$ cat src/rtl/alu_op_sequencer.sv
// rtl/alu_op_sequencer.sv - issues one ALU operation at a time to the clocked function units and returns the flagged result
module alu_op_sequencer #(
  parameter int LATENCY = 1,
  parameter int NUM_OPS = 8
) (
  input  logic        clk,
  input  logic        rst_n,
  input  logic        cmd_valid,
  output logic        cmd_ready,
  input  logic [3:0]  cmd_op,
  input  logic [15:0] cmd_a,
  input  logic [15:0] cmd_b,
  output logic [15:0] fu_a,
  output logic [15:0] fu_b,
  output logic [3:0]  fu_op,
  input  logic [15:0] fu_result,
  output logic        rsp_valid,
  input  logic        rsp_ready,
  output logic [15:0] rsp_data,
  output logic        rsp_zero,
  output logic        rsp_neg,
  output logic        rsp_err,
  output logic        busy
);

  typedef enum logic [1:0] {
    S_IDLE = 2'd0,
    S_WAIT = 2'd1,
    S_DONE = 2'd2
  } state_t;

  // Counter preload; cnt counts down to 0 and the result is sampled one edge later.
  localparam logic [3:0] LAT_INIT = 4'(LATENCY);
  // Compared against a zero-extended opcode so NUM_OPS=16 accepts every opcode.
  localparam logic [4:0] OP_LIMIT = 5'(NUM_OPS);

  state_t     state;
  logic [3:0] cnt;
  logic       op_legal;

  assign op_legal  = ({1'b0, cmd_op} < OP_LIMIT);

  // Handshake and status outputs depend on the registered state alone.
  assign cmd_ready = (state == S_IDLE);
  assign rsp_valid = (state == S_DONE);
  assign busy      = (state != S_IDLE);

  // Sequencer FSM: accept, wait out the unit latency, capture, hold until consumed.
  always_ff @(posedge clk or negedge rst_n) begin
    if (!rst_n) begin
      state    <= S_IDLE;
      cnt      <= 4'd0;
      fu_a     <= 16'd0;
      fu_b     <= 16'd0;
      fu_op    <= 4'd0;
      rsp_data <= 16'd0;
      rsp_zero <= 1'b0;
      rsp_neg  <= 1'b0;
      rsp_err  <= 1'b0;
    end else begin
      case (state)
        S_IDLE: begin
          if (cmd_valid) begin
            if (op_legal) begin
              fu_a  <= cmd_a;
              fu_b  <= cmd_b;
              fu_op <= cmd_op;
              cnt   <= LAT_INIT;
              state <= S_WAIT;
            end else begin
              // Illegal opcode never reaches the units; answer with an error at once.
              rsp_data <= 16'd0;
              rsp_zero <= 1'b0;
              rsp_neg  <= 1'b0;
              rsp_err  <= 1'b1;
              state    <= S_DONE;
            end
          end
        end
        S_WAIT: begin
          if (cnt != 4'd0) begin
            cnt <= cnt - 4'd1;
          end else begin
            rsp_data <= fu_result;
            rsp_zero <= (fu_result == 16'd0);
            rsp_neg  <= fu_result[15];
            rsp_err  <= 1'b0;
            state    <= S_DONE;
          end
        end
        S_DONE: begin
          // Return to IDLE only; a waiting command is taken on the next edge.
          if (rsp_ready) begin
            state <= S_IDLE;
          end
        end
        default: begin
          state <= S_IDLE;
        end
      endcase
    end
  end

endmodule

$ cat config.mk
export PLATFORM = sky130hd
export DESIGN_NAME = alu_op_sequencer
export DESIGN_NICKNAME = d
export VERILOG_FILES = /design/src/rtl/alu_op_sequencer.sv
export SDC_FILE = /design/constraint.sdc
export NUM_CORES = 1
export LEC_CHECK = 0
export BUFFER_PORTS_ARGS = -buffer_cell sky130_fd_sc_hd__buf_2
export CORE_ASPECT_RATIO = 0.9
export CORE_UTILIZATION = 34
export CTS_BUF_LIST = sky130_fd_sc_hd__clkbuf_8
export CTS_CLUSTER_SIZE = 40
export DETAILED_ROUTE_END_ITERATION = 12
export PLACE_DENSITY = 0.7
export SYNTH_ARGS = -nofsm -noshare
export SYNTH_HDL_FRONTEND = slang
export SYNTH_SLANG_ARGS = --single-unit
export TNS_END_PERCENT = 20
$ cat constraint.sdc
create_clock -name clk -period 2.2 [get_ports clk]
set_clock_uncertainty 0.15 [all_clocks]
set_input_delay 0.44 -clock clk [delete_from_list [all_inputs] [get_ports clk]]
set_output_delay 0.44 -clock clk [all_outputs]
set_load 0.05 [all_outputs]
==> impl_metrics.toml, run 1 <==
[outcome]
status = "finished, final reports clean"

[global_routing]
grt-ovfl-total = 0
use_met2_pct = 20.7
grt_pass1_vias = 1654
grt_busiest_layer = "met2"
grt_use_total_pct = 13.1
use_met1_pct = 16.5
antenna_found_initial = 0
global_route.usage.met3_pct = 4.58
grt_pass1_wl_mm = 7.53
grt_max_degree = 28

[clock_network]
cts_buffers = 9
cts-root-buf = "clkbuf_8"
htreeDepth = 3
clock-sinks = 60
clk_pin_slew_ns = 0.07
clock_latency_ns = 0.33
cts.path.max_buffers = 2
cts_tree = "done"

[placement]
dp_hpwl_mm = 3.44
gp_congestion = 0.709
port_buffers = 113

[floorplanning]
die_h_um = 82.3
start_util_pct = 36.0
die-width_um = 91.2
row_count = 28
dieArea_um2 = 7500
ios = 114
coreArea_um2 = 6760

[sta]
fmax_ghz = 0.523
worstMarginPinSlew_ns = 0.617
finalHoldViolCount = 0
setup_viol_count_final = 0
slew_headroom_pct = 58.8
tns_ns = 0
rsz0062_at_grt = "no"
maxSlewViolCount = 0
timing.final.crit_share_pct = 86.9
min_period_ns = 1.91

[final_layout]
area_growth_pct = 36.2
antennaDiodeCount = 0
nNetsFinal = 338
drive_above_1_share_pct = 60.7

[synth]
synth.distinct_cells = 30
ys.warnings.count = 0
synth_ff_type = "dfrtp_1"
netlist_area_um2 = 2430
ys_ff_latch = 60
synthArstFlopShare_pct = 100
avgSynthCellArea_um2 = 15.3
synth_seq_area_share_pct = 61.7
synth-edff-count = 0
syn_nets = 217
postSynthCellCount = 159

[worst_hold_path]
hold_class = "in2reg"
holdPathEnd = "state[1]$_DFFE_PN0P_"
whs_path_depth = 2
min-delay-start = "rsp_ready"

[critical_path]
cp_data_arrival_time_ns = 1.32
worstPathRequired_ns = 1.61
crit-reg2reg-launch = "state[0]$_DFFE_PN0P_"
path_class = "reg2out"
crit_fanout = 5
crit_slowest_cell = "dfrtp_1"
cp-end-kind = "primary output"
r2r_setup_slack_ns = 0.40
cp-start-kind = "register"
r2r-end = "fu_a[12]$_DFFE_PN0P_"
max_stage_delay_ns = 0.47
crit_path_start = "state[1]$_DFFE_PN0P_"
reg2reg_depth = 3
crit_chain = "inv_1, nor2_1, buf_2"

[detailed_routing]
antenna_left = 0
drc = 0
drt_iter0_markers = 68
routed_wirelength_mm = 4.64
vias = 1741
avgViaCountPerCell = 4.64
firstDrtPassIters = 5
wire_per_inst_um = 12.4

[flow_run]
maxCapViolCount = 0
layout make-up:
type                       count  area, µm²
fill                         622       3440
sequential                    60       1500
multi-input combinational     86        835
timing repair buffer         118        618
clock buffer                   9        124
tap                           90        113
clock inverter                 7        108
inverter                       5       18.8
registers in the layout (all words and copies together) (netlist names):
name / cells
state: 2
rsp_zero: 1
fu_b: 16
rsp_data: 16
rsp_err: 1
fu_a: 16
fu_op: 4
cnt: 4
worst max path at each step:
stage                                       to  slack (ns)  cells after the start
final                                rsp_valid        0.29                      3
after global routing                 rsp_valid        0.18                      3
after CTS                            rsp_valid        0.25                      3
after detailed placement  fu_a[12]$_DFFE_PN0P_        0.34                      4
after global placement    fu_b[13]$_DFFE_PN0P_        0.38                      4
after floorplan                           busy        0.30                      2
layer usage:
layer	up-vias	share of wire (%)
met1	827	45
met5	-	0
li1	825	-
met4	0	1.3
met2	81	47
met3	8	7.6
logic make-up (layout without fill, tap and decap cells):
family                     count (synthesis)  in the layout  share of synthesized area (%)
and+or+nand+nor                           22             22                           6.63
buffers and inverters                     13            139                           4.16
DFF                                       60             60                           61.7
AOI/OAI and AO/OA                         25             25                           9.40
adders and majority gates                  2              2                           1.03
muxes                                     37             37                           17.1
timing repair:
action / 4_1_cts / 5_1_grt
setup buffers: 0 / 0
resized for setup: 0 / 0
endpoints found under the hold margin: 25 / 0
hold buffers: 1 / 0
placed cells by master, fill, tap and decap left out, drive strengths merged:
| cell | instances |
|---|---|
| a21o | 1 |
| a22o | 16 |
| a32o | 1 |
| buf | 117 |
| bufinv | 3 |
| clkbuf | 9 |
| clkinv | 2 |
| dfrtp | 60 |
| dlygate4sd3 | 1 |
| ha | 2 |
| inv | 7 |
| mux2 | 37 |
| nand2 | 2 |
| nand2b | 2 |
| nand3 | 1 |
| nand4 | 2 |
| nor2 | 3 |
| nor2b | 2 |
| nor3 | 1 |
| nor3b | 1 |
| nor4 | 4 |
| nor4b | 1 |
| o211ai | 2 |
| o21ai | 1 |
| o21bai | 1 |
| o2bb2ai | 1 |
| o311ai | 1 |
| o31ai | 1 |
| or3 | 2 |
| or4 | 1 |
critical path: cells and delay by family (launching register included):
family,cells,cell delay (ns)
buffers and inverters,2,0.41
flip-flops,1,0.47
AND/OR/NAND/NOR,1,0.12
Yosys cell counts (2+ instances only):
| cell type | n | area (µm²) |
|---|---|---|
| dfrtp_1 | 60 | 1500 |
| mux2_2 | 35 | 394 |
| a22o_1 | 16 | 140 |
| buf_6 | 6 | 67.6 |
| inv_1 | 5 | 18.8 |
| nor4_1 | 4 | 25.0 |
| nor2_1 | 3 | 11.3 |
| buf_4 | 2 | 15.0 |
| ha_1 | 2 | 25.0 |
| mux2_1 | 2 | 22.5 |
| nand2_1 | 2 | 7.51 |
| nand4_1 | 2 | 12.5 |
| nor2b_1 | 2 | 12.5 |
| or3_1 | 2 | 12.5 |
metrics by stage:
step	instances	util [%]	cell area, µm²	worst slack (ns)	hold slack [ns]
after floorplan	159	-	2440	0.295	-0.00559
after global placement	358	45.5	3080	0.379	0.317
after detailed placement	358	45.5	3080	0.343	0.325
after CTS	375	49.1	3320	0.253	0.113
after global routing	375	49.1	3320	0.183	0.123
final	375	49.1	3320	0.287	0.136
Power of run 1 is not shown: default switching activity piles up to over one toggle a cycle in this logic, so the estimate is an artifact.
==> inputs of run 2 (changes only) <==
CAP_MARGIN = 25   (was not set)
RECOVER_POWER = 50   (was not set)
==> run 2 against run 1 <==
Global-route usage unchanged. First-iteration DRC count fell by 5.9%. Die area unchanged. Sequential cell count did not move. Clock-buffer cell count is the same. Sequential share of layout area up 0.55 points. Routed wire length is 0.26% higher. Non-clock buffer count is the same.
==> impl_metrics.toml, run 2 (synthesis gave the netlist of run 1 again) <==
[outcome]
status = "finished, final reports clean"

[detailed_routing]
firstDrtPassIters = 5
met2_length_mm = 2.18
vias = 1740
antenna_left = 0
routed_wirelength_mm = 4.65
drc = 0
wl_met3_um = 338
avgViaCountPerCell = 4.64
routed.top_layer = "met4"
wire_per_inst_um = 12.4
m1WireLength_mm = 2.08
drt_iter0_markers = 64

[critical_path]
path_class = "reg2out"
crit_chain = "inv_1, nor2_1, buf_2"
reg2reg_depth = 3
crit-reg2reg-launch = "state[0]$_DFFE_PN0P_"
worstPathRequired_ns = 1.61
crit_fanout = 5
max_stage_delay_ns = 0.47
r2r_setup_slack_ns = 0.40
crit_slowest_cell = "dfrtp_1"
r2r-end = "fu_a[12]$_DFFE_PN0P_"
cp_data_arrival_time_ns = 1.32
cp-end-kind = "primary output"
cp-start-kind = "register"

[sta]
slew_headroom_pct = 55.4
worstMarginPinSlew_ns = 0.668
min_period_ns = 1.91
finalHoldViolCount = 0
tns_ns = 0
timing.final.crit_share_pct = 86.9
fmax_ghz = 0.523
maxSlewViolCount = 0
rsz0062_at_grt = "no"
setup_viol_count_final = 0

[global_routing]
grt_max_degree = 28
grt-ovfl-total = 0
grt_use_total_pct = 13.1
grt_pass1_wl_mm = 7.53
antenna_found_initial = 0
grt_pass1_vias = 1654

[placement]
gp_congestion = 0.709
placed_cell_area_um2 = 3080
dp_hpwl_mm = 3.44
port_buffers = 113

[floorplanning]
coreArea_um2 = 6760
die-width_um = 91.2
row_count = 28
ios = 114
dieArea_um2 = 7500
die_h_um = 82.3
start_util_pct = 36.0

[final_layout]
layout.cells.most_common = "buf_2"
nNetsFinal = 338
top_regs = "fu_a (16), fu_b (16), rsp_data (16)"
final_area_um2 = 3280
area_growth_pct = 34.6
drive_above_1_share_pct = 50.2
layout_common_cells = "buf_2, dfrtp_1, mux2_2, clkbuf_1, a22o_1"
antennaDiodeCount = 0

[clock_network]
cts_tree = "done"
cts_buffers = 9
clk_pin_slew_ns = 0.07
cts-root-buf = "clkbuf_8"
cts.path.max_buffers = 2
clock-sinks = 60
cts_resized = 0
clock_latency_ns = 0.33
htreeDepth = 3

[flow_run]
maxCapViolCount = 0

[worst_hold_path]
min-delay-start = "rsp_ready"
whs_path_depth = 2
hold_class = "in2reg"
holdPathEnd = "state[1]$_DFFE_PN0P_"
-- run 2: area by class of cell --
cell class / count / area, µm²
fillers: 644 / 3480
flip-flops and latches: 60 / 1500
multi-input cells: 86 / 835
repair buffers: 118 / 578
clock buffers: 9 / 124
well taps: 90 / 113
clock inverters: 7 / 108
inverters: 5 / 18.8
-- run 2: how the worst max path moves through the flow --
stage | from | endpoint | depth (start not counted) | slack (ns)
after global placement | cmd_op[3] | fu_b[13]$_DFFE_PN0P_ | 4 | 0.38
after global routing | state[1]$_DFFE_PN0P_ | rsp_valid | 3 | 0.18
final | state[1]$_DFFE_PN0P_ | rsp_valid | 3 | 0.29
after floorplan | state[0]$_DFFE_PN0P_ | busy | 2 | 0.30
after detailed placement | cmd_op[3] | fu_a[12]$_DFFE_PN0P_ | 4 | 0.34
after CTS | state[1]$_DFFE_PN0P_ | rsp_valid | 3 | 0.25
-- run 2: critical path: cells and delay by family, from the launching register on --
family                 cells  cell delay [ns]
AND/OR/NAND/NOR            1             0.12
flip-flops                 1             0.47
buffers and inverters      2             0.41
-- run 2: what timing repair did --
item / 4_1_cts / 5_1_grt
hold buffers: 1 / 0
hold endpoints to repair: 25 / 0
setup buffers: 0 / 0
-- run 2: through the flow --
step	worst slack (ns)	instances	hold WS (ns)	utilization (%)
3_5_place_dp	0.343	358	0.325	45.5
4_1_cts	0.253	375	0.113	49.1
6_report	0.287	375	0.136	48.5
3_3_place_gp	0.379	358	0.317	45.5
5_1_grt	0.183	375	0.123	48.5
2_1_floorplan	0.295	159	-0.00559	-
-- run 2: metal layers --
layer  track usage (%)  up-vias
met5                 0        -
met2              20.7       76
met3              4.58        8
li1                  -      827
met1              16.5      829
met4              5.71        0
Power of run 2 is left out for the same reason.
